[src/rtl/mult_pkg.sv]
// -----------------------------------------------------------------------------
// mult_pkg
// Shared definitions for the multiplier job scheduler:
//   - default WIDTH / DEPTH / TIMEOUT values used as parameter defaults
//   - FSM state type and state encodings (plain 2-bit constants so that
//     older tools and waveform scripts see stable numeric values)
// No ports (package).
// -----------------------------------------------------------------------------
package mult_pkg;

  localparam int DEF_WIDTH   = 16;
  localparam int DEF_DEPTH   = 4;
  localparam int DEF_TIMEOUT = 64;

  typedef logic [1:0] state_t;

  localparam state_t ST_IDLE  = 2'd0;
  localparam state_t ST_ISSUE = 2'd1;
  localparam state_t ST_WAIT  = 2'd2;
  localparam state_t ST_HOLD  = 2'd3;

endpackage

[src/rtl/mult_job_fifo.sv]
// -----------------------------------------------------------------------------
// mult_job_fifo
// Circular job FIFO holding {a, b} operand pairs for the scheduler.
// Push is ignored when full, pop is ignored when empty; a simultaneous push
// and pop both take effect and leave the occupancy unchanged.
// The head entry is presented combinationally on rd_a / rd_b.
//
// Ports:
//   clk          in   clock, rising edge
//   rst          in   asynchronous active-low reset (pointers and count only)
//   push         in   write request
//   wr_a, wr_b   in   operands to store
//   pop          in   remove head entry
//   rd_a, rd_b   out  head entry operands
//   full, empty  out  occupancy flags
//   count        out  occupancy, 0..DEPTH
// -----------------------------------------------------------------------------
module mult_job_fifo
  import mult_pkg::*;
#(
  parameter int WIDTH = DEF_WIDTH,
  parameter int DEPTH = DEF_DEPTH
) (
  input  logic                   clk,
  input  logic                   rst,
  input  logic                   push,
  input  logic [WIDTH-1:0]       wr_a,
  input  logic [WIDTH-1:0]       wr_b,
  input  logic                   pop,
  output logic [WIDTH-1:0]       rd_a,
  output logic [WIDTH-1:0]       rd_b,
  output logic                   full,
  output logic                   empty,
  output logic [$clog2(DEPTH):0] count
);

  localparam int PTR_W = $clog2(DEPTH);
  localparam int CNT_W = PTR_W + 1;

  // Storage carries no reset: entries are only read once written.
  logic [2*WIDTH-1:0] mem [DEPTH];

  logic [PTR_W-1:0] wr_ptr_reg, wr_ptr_next;
  logic [PTR_W-1:0] rd_ptr_reg, rd_ptr_next;
  logic [CNT_W-1:0] count_reg, count_next;
  logic             push_ok, pop_ok;

  // Explicit wrap at DEPTH-1 keeps the pointer correct even if the
  // pointer width were ever wider than log2(DEPTH).
  function automatic logic [PTR_W-1:0] ptr_inc(input logic [PTR_W-1:0] p);
    return (p == PTR_W'(DEPTH - 1)) ? '0 : p + PTR_W'(1);
  endfunction

  assign full    = (count_reg == CNT_W'(DEPTH));
  assign empty   = (count_reg == '0);
  assign push_ok = push && !full;
  assign pop_ok  = pop && !empty;

  always_comb begin
    wr_ptr_next = push_ok ? ptr_inc(wr_ptr_reg) : wr_ptr_reg;
    rd_ptr_next = pop_ok  ? ptr_inc(rd_ptr_reg) : rd_ptr_reg;
    count_next  = count_reg;
    case ({push_ok, pop_ok})
      2'b10:   count_next = count_reg + CNT_W'(1);
      2'b01:   count_next = count_reg - CNT_W'(1);
      default: count_next = count_reg;
    endcase
  end

  always_ff @(posedge clk or negedge rst) begin
    if (!rst) begin
      wr_ptr_reg <= '0;
      rd_ptr_reg <= '0;
      count_reg  <= '0;
    end else begin
      wr_ptr_reg <= wr_ptr_next;
      rd_ptr_reg <= rd_ptr_next;
      count_reg  <= count_next;
    end
  end

  always_ff @(posedge clk) begin
    if (push_ok) begin
      mem[wr_ptr_reg] <= {wr_a, wr_b};
    end
  end

  assign {rd_a, rd_b} = mem[rd_ptr_reg];
  assign count        = count_reg;

endmodule

[src/rtl/mult_job_scheduler.sv]
// -----------------------------------------------------------------------------
// mult_job_scheduler
// Queues multiply jobs and feeds them one at a time to an external
// multiplier core, then presents each product on a valid/ready output.
// FSM: IDLE -> ISSUE (one-cycle start) -> WAIT (for productDone) -> HOLD
// (out_valid until accepted) -> IDLE. Jobs never overlap. The job FIFO keeps
// accepting new jobs in every state.
//
// Optional feature, macro MULT_SCHED_TIMEOUT_EN:
//   defined   - a WAIT-cycle counter drops the job after TIMEOUT cycles without
//               productDone, sets the sticky err flag and returns to IDLE.
//   undefined - no counter, err tied low, WAIT persists until productDone.
//
// Ports:
//   clk, rst               clock (rising edge), asynchronous active-low reset
//   in_valid/in_ready      job input handshake, in_a/in_b operands
//   start, mult_a, mult_b  drive the multiplier core
//   productDone, product   result from the multiplier core
//   out_valid/out_ready    result handshake, out_product result
//   busy                   FSM not in IDLE
//   count                  FIFO occupancy (includes the job in flight)
//   err                    sticky timeout flag
// -----------------------------------------------------------------------------
module mult_job_scheduler
  import mult_pkg::*;
#(
  parameter int WIDTH   = DEF_WIDTH,
  parameter int DEPTH   = DEF_DEPTH,
  parameter int TIMEOUT = DEF_TIMEOUT
) (
  input  logic                   clk,
  input  logic                   rst,
  input  logic                   in_valid,
  output logic                   in_ready,
  input  logic [WIDTH-1:0]       in_a,
  input  logic [WIDTH-1:0]       in_b,
  output logic                   start,
  output logic [WIDTH-1:0]       mult_a,
  output logic [WIDTH-1:0]       mult_b,
  input  logic                   productDone,
  input  logic [2*WIDTH-1:0]     product,
  output logic                   out_valid,
  input  logic                   out_ready,
  output logic [2*WIDTH-1:0]     out_product,
  output logic                   busy,
  output logic [$clog2(DEPTH):0] count,
  output logic                   err
);

  if (DEPTH < 2 || (DEPTH & (DEPTH - 1)) != 0 || TIMEOUT < 1) begin : g_bad_params
    $error("mult_job_scheduler: DEPTH must be a power of 2 >= 2 and TIMEOUT >= 1");
  end

  state_t             state_reg, state_next;
  logic               start_reg;
  logic [WIDTH-1:0]   mult_a_reg, mult_b_reg;
  logic               out_valid_reg;
  logic [2*WIDTH-1:0] out_product_reg;

  logic               fifo_pop;
  logic               fifo_full, fifo_empty;
  logic [WIDTH-1:0]   head_a, head_b;
  logic               timeout_hit;
  logic               issue_now;

  mult_job_fifo #(
    .WIDTH (WIDTH),
    .DEPTH (DEPTH)
  ) u_fifo (
    .clk   (clk),
    .rst   (rst),
    .push  (in_valid),
    .wr_a  (in_a),
    .wr_b  (in_b),
    .pop   (fifo_pop),
    .rd_a  (head_a),
    .rd_b  (head_b),
    .full  (fifo_full),
    .empty (fifo_empty),
    .count (count)
  );

  // Leaving IDLE with work queued: operands and start are registered on this
  // edge so they are valid exactly during the ISSUE cycle.
  assign issue_now = (state_reg == ST_IDLE) && !fifo_empty;

  always_comb begin
    state_next = state_reg;
    fifo_pop   = 1'b0;
    case (state_reg)
      ST_IDLE:  if (!fifo_empty) state_next = ST_ISSUE;
      ST_ISSUE: state_next = ST_WAIT;
      ST_WAIT: begin
        // The head stays queued while in flight; it is popped only when the
        // job finishes (result or timeout).
        if (productDone) begin
          fifo_pop   = 1'b1;
          state_next = ST_HOLD;
        end else if (timeout_hit) begin
          fifo_pop   = 1'b1;
          state_next = ST_IDLE;
        end
      end
      ST_HOLD:  if (out_ready) state_next = ST_IDLE;
      default:  state_next = ST_IDLE;
    endcase
  end

  always_ff @(posedge clk or negedge rst) begin
    if (!rst) begin
      state_reg       <= ST_IDLE;
      start_reg       <= 1'b0;
      mult_a_reg      <= '0;
      mult_b_reg      <= '0;
      out_valid_reg   <= 1'b0;
      out_product_reg <= '0;
    end else begin
      state_reg <= state_next;
      start_reg <= issue_now;
      if (issue_now) begin
        mult_a_reg <= head_a;
        mult_b_reg <= head_b;
      end
      if (state_reg == ST_WAIT && productDone) begin
        out_product_reg <= product;
        out_valid_reg   <= 1'b1;
      end else if (state_reg == ST_HOLD && out_ready) begin
        out_valid_reg <= 1'b0;
      end
    end
  end

`ifdef MULT_SCHED_TIMEOUT_EN
  localparam int TO_W = $clog2(TIMEOUT) + 1;

  logic [TO_W-1:0] wait_cnt_reg;
  logic            err_reg;

  // wait_cnt_reg holds the number of WAIT cycles already spent, so the
  // TIMEOUT-th WAIT cycle is the one that sees TIMEOUT-1.
  assign timeout_hit = (wait_cnt_reg == TO_W'(TIMEOUT - 1));

  always_ff @(posedge clk or negedge rst) begin
    if (!rst) begin
      wait_cnt_reg <= '0;
      err_reg      <= 1'b0;
    end else begin
      if (state_reg == ST_WAIT) begin
        wait_cnt_reg <= wait_cnt_reg + TO_W'(1);
      end else begin
        wait_cnt_reg <= '0;
      end
      if (state_reg == ST_WAIT && !productDone && timeout_hit) begin
        err_reg <= 1'b1;
      end
    end
  end

  assign err = err_reg;
`else
  assign timeout_hit = 1'b0;
  assign err         = 1'b0;
`endif

  assign in_ready    = !fifo_full;
  assign start       = start_reg;
  assign mult_a      = mult_a_reg;
  assign mult_b      = mult_b_reg;
  assign out_valid   = out_valid_reg;
  assign out_product = out_product_reg;
  assign busy        = (state_reg != ST_IDLE);

endmodule

[config.mk]
export PLATFORM = sky130hd
export DESIGN_NAME = mult_job_scheduler
export DESIGN_NICKNAME = d
export VERILOG_FILES = /design/src/rtl/mult_pkg.sv /design/src/rtl/mult_job_fifo.sv /design/src/rtl/mult_job_scheduler.sv
export SDC_FILE = /design/constraint.sdc
export NUM_CORES = 1
export LEC_CHECK = 0
export ABC_CLOCK_PERIOD_IN_PS = 2550
export BUFFER_PORTS_ARGS = -buffer_cell sky130_fd_sc_hd__buf_2
export CORE_UTILIZATION = 55
export CTS_CLUSTER_DIAMETER = 80
export DETAILED_ROUTE_END_ITERATION = 7
export PLACE_DENSITY = 0.87
export SLEW_MARGIN = 20
export SYNTH_ARGS = -nofsm -noshare
export SYNTH_HDL_FRONTEND = slang
export SYNTH_SLANG_ARGS = --single-unit
[constraint.sdc]
create_clock -name clk -period 2.55 [get_ports clk]
set_input_delay 0.255 -clock clk [delete_from_list [all_inputs] [get_ports clk]]
set_output_delay 0.255 -clock clk [all_outputs]
set_load 0.05 [all_outputs]
# Word level (Yosys, flattened, before mapping)
# Memory sizes are Yosys's and may differ from the RTL's. A register that Yosys moved wholly into a read port is not among the register bits.
# Cells that the tools add are included.
dict set report word_totals {
  output_inout_bits 72
  inputBits 69
  elab_cells 50
  ramBits 128
  memories 1
  reg_bits 43
}
# name words width read_ports rd_clocked_by_memory_dff write_ports line_no
set mem_list {}
lappend mem_list {u_fifo.mem 4 32 1 1 1 mult_job_fifo.sv:41} ;# logic [2*WIDTH-1:0] mem [DEPTH];
dict set report classes {
  mux 13
  reduce_logical 14
  eq_ne 11
  n_addsub 4
}
# cell n
set ops {}
lappend ops {{2-bit == test (second input constant)} 5}
lappend ops {{2-bit 2-to-1 mux} 5}
lappend ops {{2-bit one-hot mux with 4 select lines} 1}
lappend ops {{1-bit 2-to-1 mux} 6}
lappend ops {{2-bit inequality test (second input constant)} 3}
lappend ops {{3-bit one-hot mux with 2 select lines} 1}
lappend ops {{2-bit nonzero test} 3}
lappend ops {{1-bit logical AND} 5}
lappend ops {{2-bit by 1-bit adder with 2-bit output (second input constant)} 2}
lappend ops {{2-bit by 1-bit == test with 1-bit output (second input constant)} 2}
lappend ops {{3-bit by 1-bit adder with 3-bit output (second input constant)} 1}
lappend ops {{3-bit == test (second input constant)} 1}
lappend ops {{1-bit logical NOT} 3}
lappend ops {{3-bit logical NOT} 1}
lappend ops {{3-bit AND reduction} 1}
lappend ops {{3-bit by 1-bit subtractor with 3-bit output (second input constant)} 1}
lappend ops {{2-bit logical NOT} 1}

# Logic depth before layout (Yosys ltp)
dict set report logic_depth {
  depth_word 5
  depth_mapped 9
  ltp_nobuf 9
}

# Cells and area by module
# A second synthesis with hierarchy kept.
dict set report hier_totals {
  cells_unflattened 370
  area_unflattened_um2 7971.4
}
# mod cells_each seq_area_each_um2 area_per_inst_um2 n_inst
set by_module_without_submodules {}
lappend by_module_without_submodules {mult_job_fifo 209 4018.9 5072.4 1}
lappend by_module_without_submodules {mult_job_scheduler 161 1701.6 2899.0 1}

# Worst setup path after synthesis
# Ideal clock, no wire load.
dict set report synth_path {
  kind {reg-to-reg}
  startpoint {register u_fifo.count_reg[2] (netlist: u_fifo.count[2])}
  endpoint {register u_fifo.count_reg[1] (netlist: u_fifo.count[1])}
  synth_period_minus_slack_ns 2.584
  n_path_buf 0
  arrival_time_ns 2.459
  required_ns 2.425
  setup_time_ns 0.125
  setup_slack_ns -0.034
  stages_incl_launch_ff 7
  cell_sequence {dfrtp_1 or3b_1 and2_4 inv_1 ha_1 fa_1 mux2_2}
}
dict set report synth_via {
  elab_chain_cells 5
}
# element line_no
set synth_rtl {}
lappend synth_rtl {{start: declaration} mult_job_fifo.sv:45} ;# logic [CNT_W-1:0] count_reg, count_next;
lappend synth_rtl {{start signal: assignment} mult_job_fifo.sv:78} ;# count_reg <= count_next;
lappend synth_rtl {{3-bit == test (*)} mult_job_fifo.sv:54} ;# assign full = (count_reg == CNT_W'(DEPTH));
lappend synth_rtl {{1-bit logical NOT (*)} --}
lappend synth_rtl {{net in_ready} mult_job_scheduler.sv:34} ;# output logic in_ready,
lappend synth_rtl {{1-bit logical AND (*)} mult_job_fifo.sv:56} ;# assign push_ok = push && !full;
lappend synth_rtl {{2-bit by 1-bit == test with 1-bit output or 2-bit == test (tied branches)} mult_job_fifo.sv:63} ;# case ({push_ok, pop_ok})
lappend synth_rtl {{3-bit one-hot mux with 2 select lines (*)} mult_job_fifo.sv:63}
lappend synth_rtl {{net u_fifo.count_next[1]} mult_job_fifo.sv:45}
# Mark *: on every way through the listed nets, which the timed path passes. The rest lies on a longest branch.
# A chain may end at the register's enable or synchronous reset.

# Worst setup path in the final report
dict set report layout_path {
  startpoint {register u_fifo.count_reg[0] (netlist: u_fifo.count[0])}
  endpoint {register u_fifo.count_reg[2] (netlist: u_fifo.count[2])}
}
dict set report layout_via {
  elab_chain_cells 5
}
# element line_no
set layout_rtl {}
lappend layout_rtl {{3-bit logical NOT (*)} mult_job_fifo.sv:55} ;# assign empty = (count_reg == '0);
lappend layout_rtl {{1-bit logical NOT (*)} mult_job_fifo.sv:57} ;# assign pop_ok = pop && !empty;
lappend layout_rtl {{1-bit logical AND (*)} mult_job_fifo.sv:57}
lappend layout_rtl {{net u_fifo.pop_ok} mult_job_fifo.sv:46} ;# logic push_ok, pop_ok;
lappend layout_rtl {{2-bit by 1-bit == test with 1-bit output or 2-bit == test (tied branches)} mult_job_fifo.sv:63}
lappend layout_rtl {{3-bit one-hot mux with 2 select lines or 2-bit nonzero test (tied branches)} --}
# Marked as above.

==> results.toml <==
[run_status]
status = "finished clean"

[pwr]
p_sw_frac = 0.386
seqPwrFrac = 0.386
leakagePower_uw = 0.00382
p_per_area_mw_per_mm2 = 1400
internal_power_uw = 8250
switchingPower_uw = 5200
worst_ir_drop_vdd_v = 0.000860
clkPwrFrac = 0.216
comb_power_share = 0.397

[critical_path]
rr_startpoint = "u_fifo.count[0]$_DFFE_PN0P_"
end_kind = "register"
crit_fanout = 5
path_cells = "nor3_1 -> nor2_1 -> ha_1 -> fa_1 -> xnor2_1 -> nor2_1 -> xor2_1"
crit_arrival_ps = 2530
crit_buf_inv = 0
path_class = "reg2reg"
cp_slowest_cell = "dfrtp_1"
cpMostUsedCell = "nor2_1"
r2r-end = "u_fifo.count[2]$_DFFE_PN0P_"
max_stage_delay_ps = 450
cp.required_ps = 2910
cp-start-kind = "register"
r2r_cells = 7
r2r_setup_slack_ps = 390
path_delay_family = "adder cells"

[synthesis]
synth_top_area_cell = "edfxtp_1"
yosysMostFrequentCell = "edfxtp_1"
synth_fa_ha_area_frac = 0.0173
synthArstFlopShare = 0.369
synthXorXnorAreaFrac = 0.00343
ys.warnings.count = 0
ys_types = 26
syn_inst = 362
synth_area_leaders = "edfxtp_1 50%, dfrtp_1 25%, mux2_2 10%"
synth_compound_gate_area_share = 0.00245
synth_top_family_by_area = "multiplexers"
synth_top_flop_cell = "edfxtp_1"
synth.mux.area_fraction = 0.199
synthSimpleGateAreaFrac = 0.0118
synth_fp_nets = 441
syn_avg_cell_area_um2 = 21.2
seq_area_frac_synth = 0.747
synth_top_area_frac = 0.502
synth_edf_count = 128
netlist_area_mm2 = 0.00766
synth_common_cells = "128 x edfxtp_1, 75 x dfrtp_1, 70 x mux2_2"
synth_seq_cells = 203

[global_routing]
grt_pass1_wl_mm = 22.4
grt_pass1_vias = 4289
grt-ovfl-total = 0
antenna_found_initial = 0
grt_max_degree = 76
grtUsageTotal = 0.206

[cts]
cts_tree = "done"
cts_setup_buffers = 0
worstSkewPairLatency_ps = 480
clk_pin_slew_ps = 60
cts-resized-gates = 0
cts_buffers = 21
cts_max_level = 1
cts.sinks = 203
ctsHoldBuffers = 39
clockBufferDepth = 3
cts_root_buf = "clkbuf_16"

[placement]
placed_area_mm2 = 0.00853
gp_congestion = 0.695
hpwlAfterDp_mm = 8.64
port_buffers = 139

[drt]
drt-vias-per-instance = 5.37
wl_mm = 14.1
wl_per_cell_um = 19.0
routed-via-count = 3983
drt_pre_antenna_iters = 4
ant_nets = 0
drt_iter0_markers = 154
route.detailed.drc = 0

[sta]
fin_crit_ps = 2160
fin_crit_sh = 0.849
skew_ps = 7.98
timing.setup.tns_ps = 0
setup_viol = 0
fmax_ghz = 0.462
drv_slew = 0
finalHoldViolCount = 0
rsz0062_at_grt = "false"
slew_headroom = 0.412
worst_pin_slew_ps = 882
whs_ps = 8.70

[layout]
n_fill_cell = 826
n_antenna_cell = 0
post-route-util = 0.716
synthToLayoutAreaGrowth_pct = 25.3
largest_reg_flops = 128
final_area_mm2 = 0.00960
drive_gt1_frac = 0.495
nets = 630

[die]
start_util = 0.571
core_area_mm2 = 0.0134
fp.dieW_um = 120
die_h_um = 120
dieArea_mm2 = 0.0144
pin_count = 141
num_rows = 42

[min_path]
worstHoldStart = "product[20]"
whs_path_depth = 2
hp-class = "in2reg"
min_to = "out_product[20]$_DFFE_PN0P_"

[flow_run]
drv_cap = 0
-- logic make-up after synthesis --
group | Yosys count
multiplexers | 102
buffers and inverters | 24
flip-flops | 203
other | 1
AND/OR/NAND/NOR | 17
AO/OA/AOI/OAI | 2
adder cells (fa/ha/maj) | 10
XOR/XNOR | 3
-- power by group through the flow --
stage	Clock (uW)	Combinational, uW	Sequential, uW
2_1_floorplan	0	2270	6990
3_3_place_gp	0	5210	5160
3_5_place_dp	0	5340	5250
4_1_cts	2970	5400	5200
5_1_grt	3090	5650	5310
6_report	2910	5340	5190
-- metal layers --
layer,track usage,share of wire
met1,0.255,0.41
met2,0.376,0.52
met3,0.0328,0.048
met4,0.0516,0.020
met5,0,0
-- worst register-to-register path, stage by stage, from the launching register on --
cell     delay (ps)
dfrtp_1         450
nor3_1          380
nor2_1          160
ha_1            270
fa_1            390
xnor2_1         190
nor2_1           70
xor2_1          140
-- final cells by class --
class,count,area (um2),share of cell area
timing repair buffer,182,1150,0.120
tap,176,220,0.0229
inverter,8,30.0,0.00313
clock inverter,13,130,0.0136
multi-input combinational,135,1810,0.188
sequential,203,5720,0.596
clock buffer,25,541,0.0563
-- layout by cell type, fill, tap and decap left out, drive strengths merged, types with 4 or more instances in the layout --
master | Yosys | routed
dfrtp | 75 | 75
and3 | 4 | 4
clkinv | 0 | 8
mux4 | 32 | 32
nor2 | 4 | 4
dlygate4sd3 | 0 | 39
inv | 8 | 9
buf | 15 | 143
nand2 | 4 | 4
ha | 9 | 9
edfxtp | 128 | 128
mux2 | 70 | 70
clkbuf | 1 | 25
-- worst max path at each step --
| stage | start | end | slack (ps) | cells past startpoint |
|---|---|---|---|---|
| floorplan | u_fifo.count[2]$_DFFE_PN0P_ | u_fifo.count[1]$_DFFE_PN0P_ | 150 | 6 |
| global placement | u_fifo.count[0]$_DFFE_PN0P_ | u_fifo.count[1]$_DFFE_PN0P_ | 500 | 6 |
| detailed placement | u_fifo.count[0]$_DFFE_PN0P_ | u_fifo.count[1]$_DFFE_PN0P_ | 390 | 6 |
| CTS | u_fifo.count[0]$_DFFE_PN0P_ | u_fifo.count[1]$_DFFE_PN0P_ | 390 | 6 |
| global route | u_fifo.count[0]$_DFFE_PN0P_ | u_fifo.count[2]$_DFFE_PN0P_ | 230 | 7 |
| finish | u_fifo.count[0]$_DFFE_PN0P_ | u_fifo.count[2]$_DFFE_PN0P_ | 390 | 7 |
-- through the flow --
stage / cells / total power [uW] / worst slack [ps]
floorplan: 362 / 9270 / 148
finish: 742 / 13400 / 386
detailed placement: 665 / 10600 / 391
global route: 742 / 14100 / 226
global placement: 665 / 10400 / 498
CTS: 742 / 13600 / 388
Power figures use the tool's default switching activity.
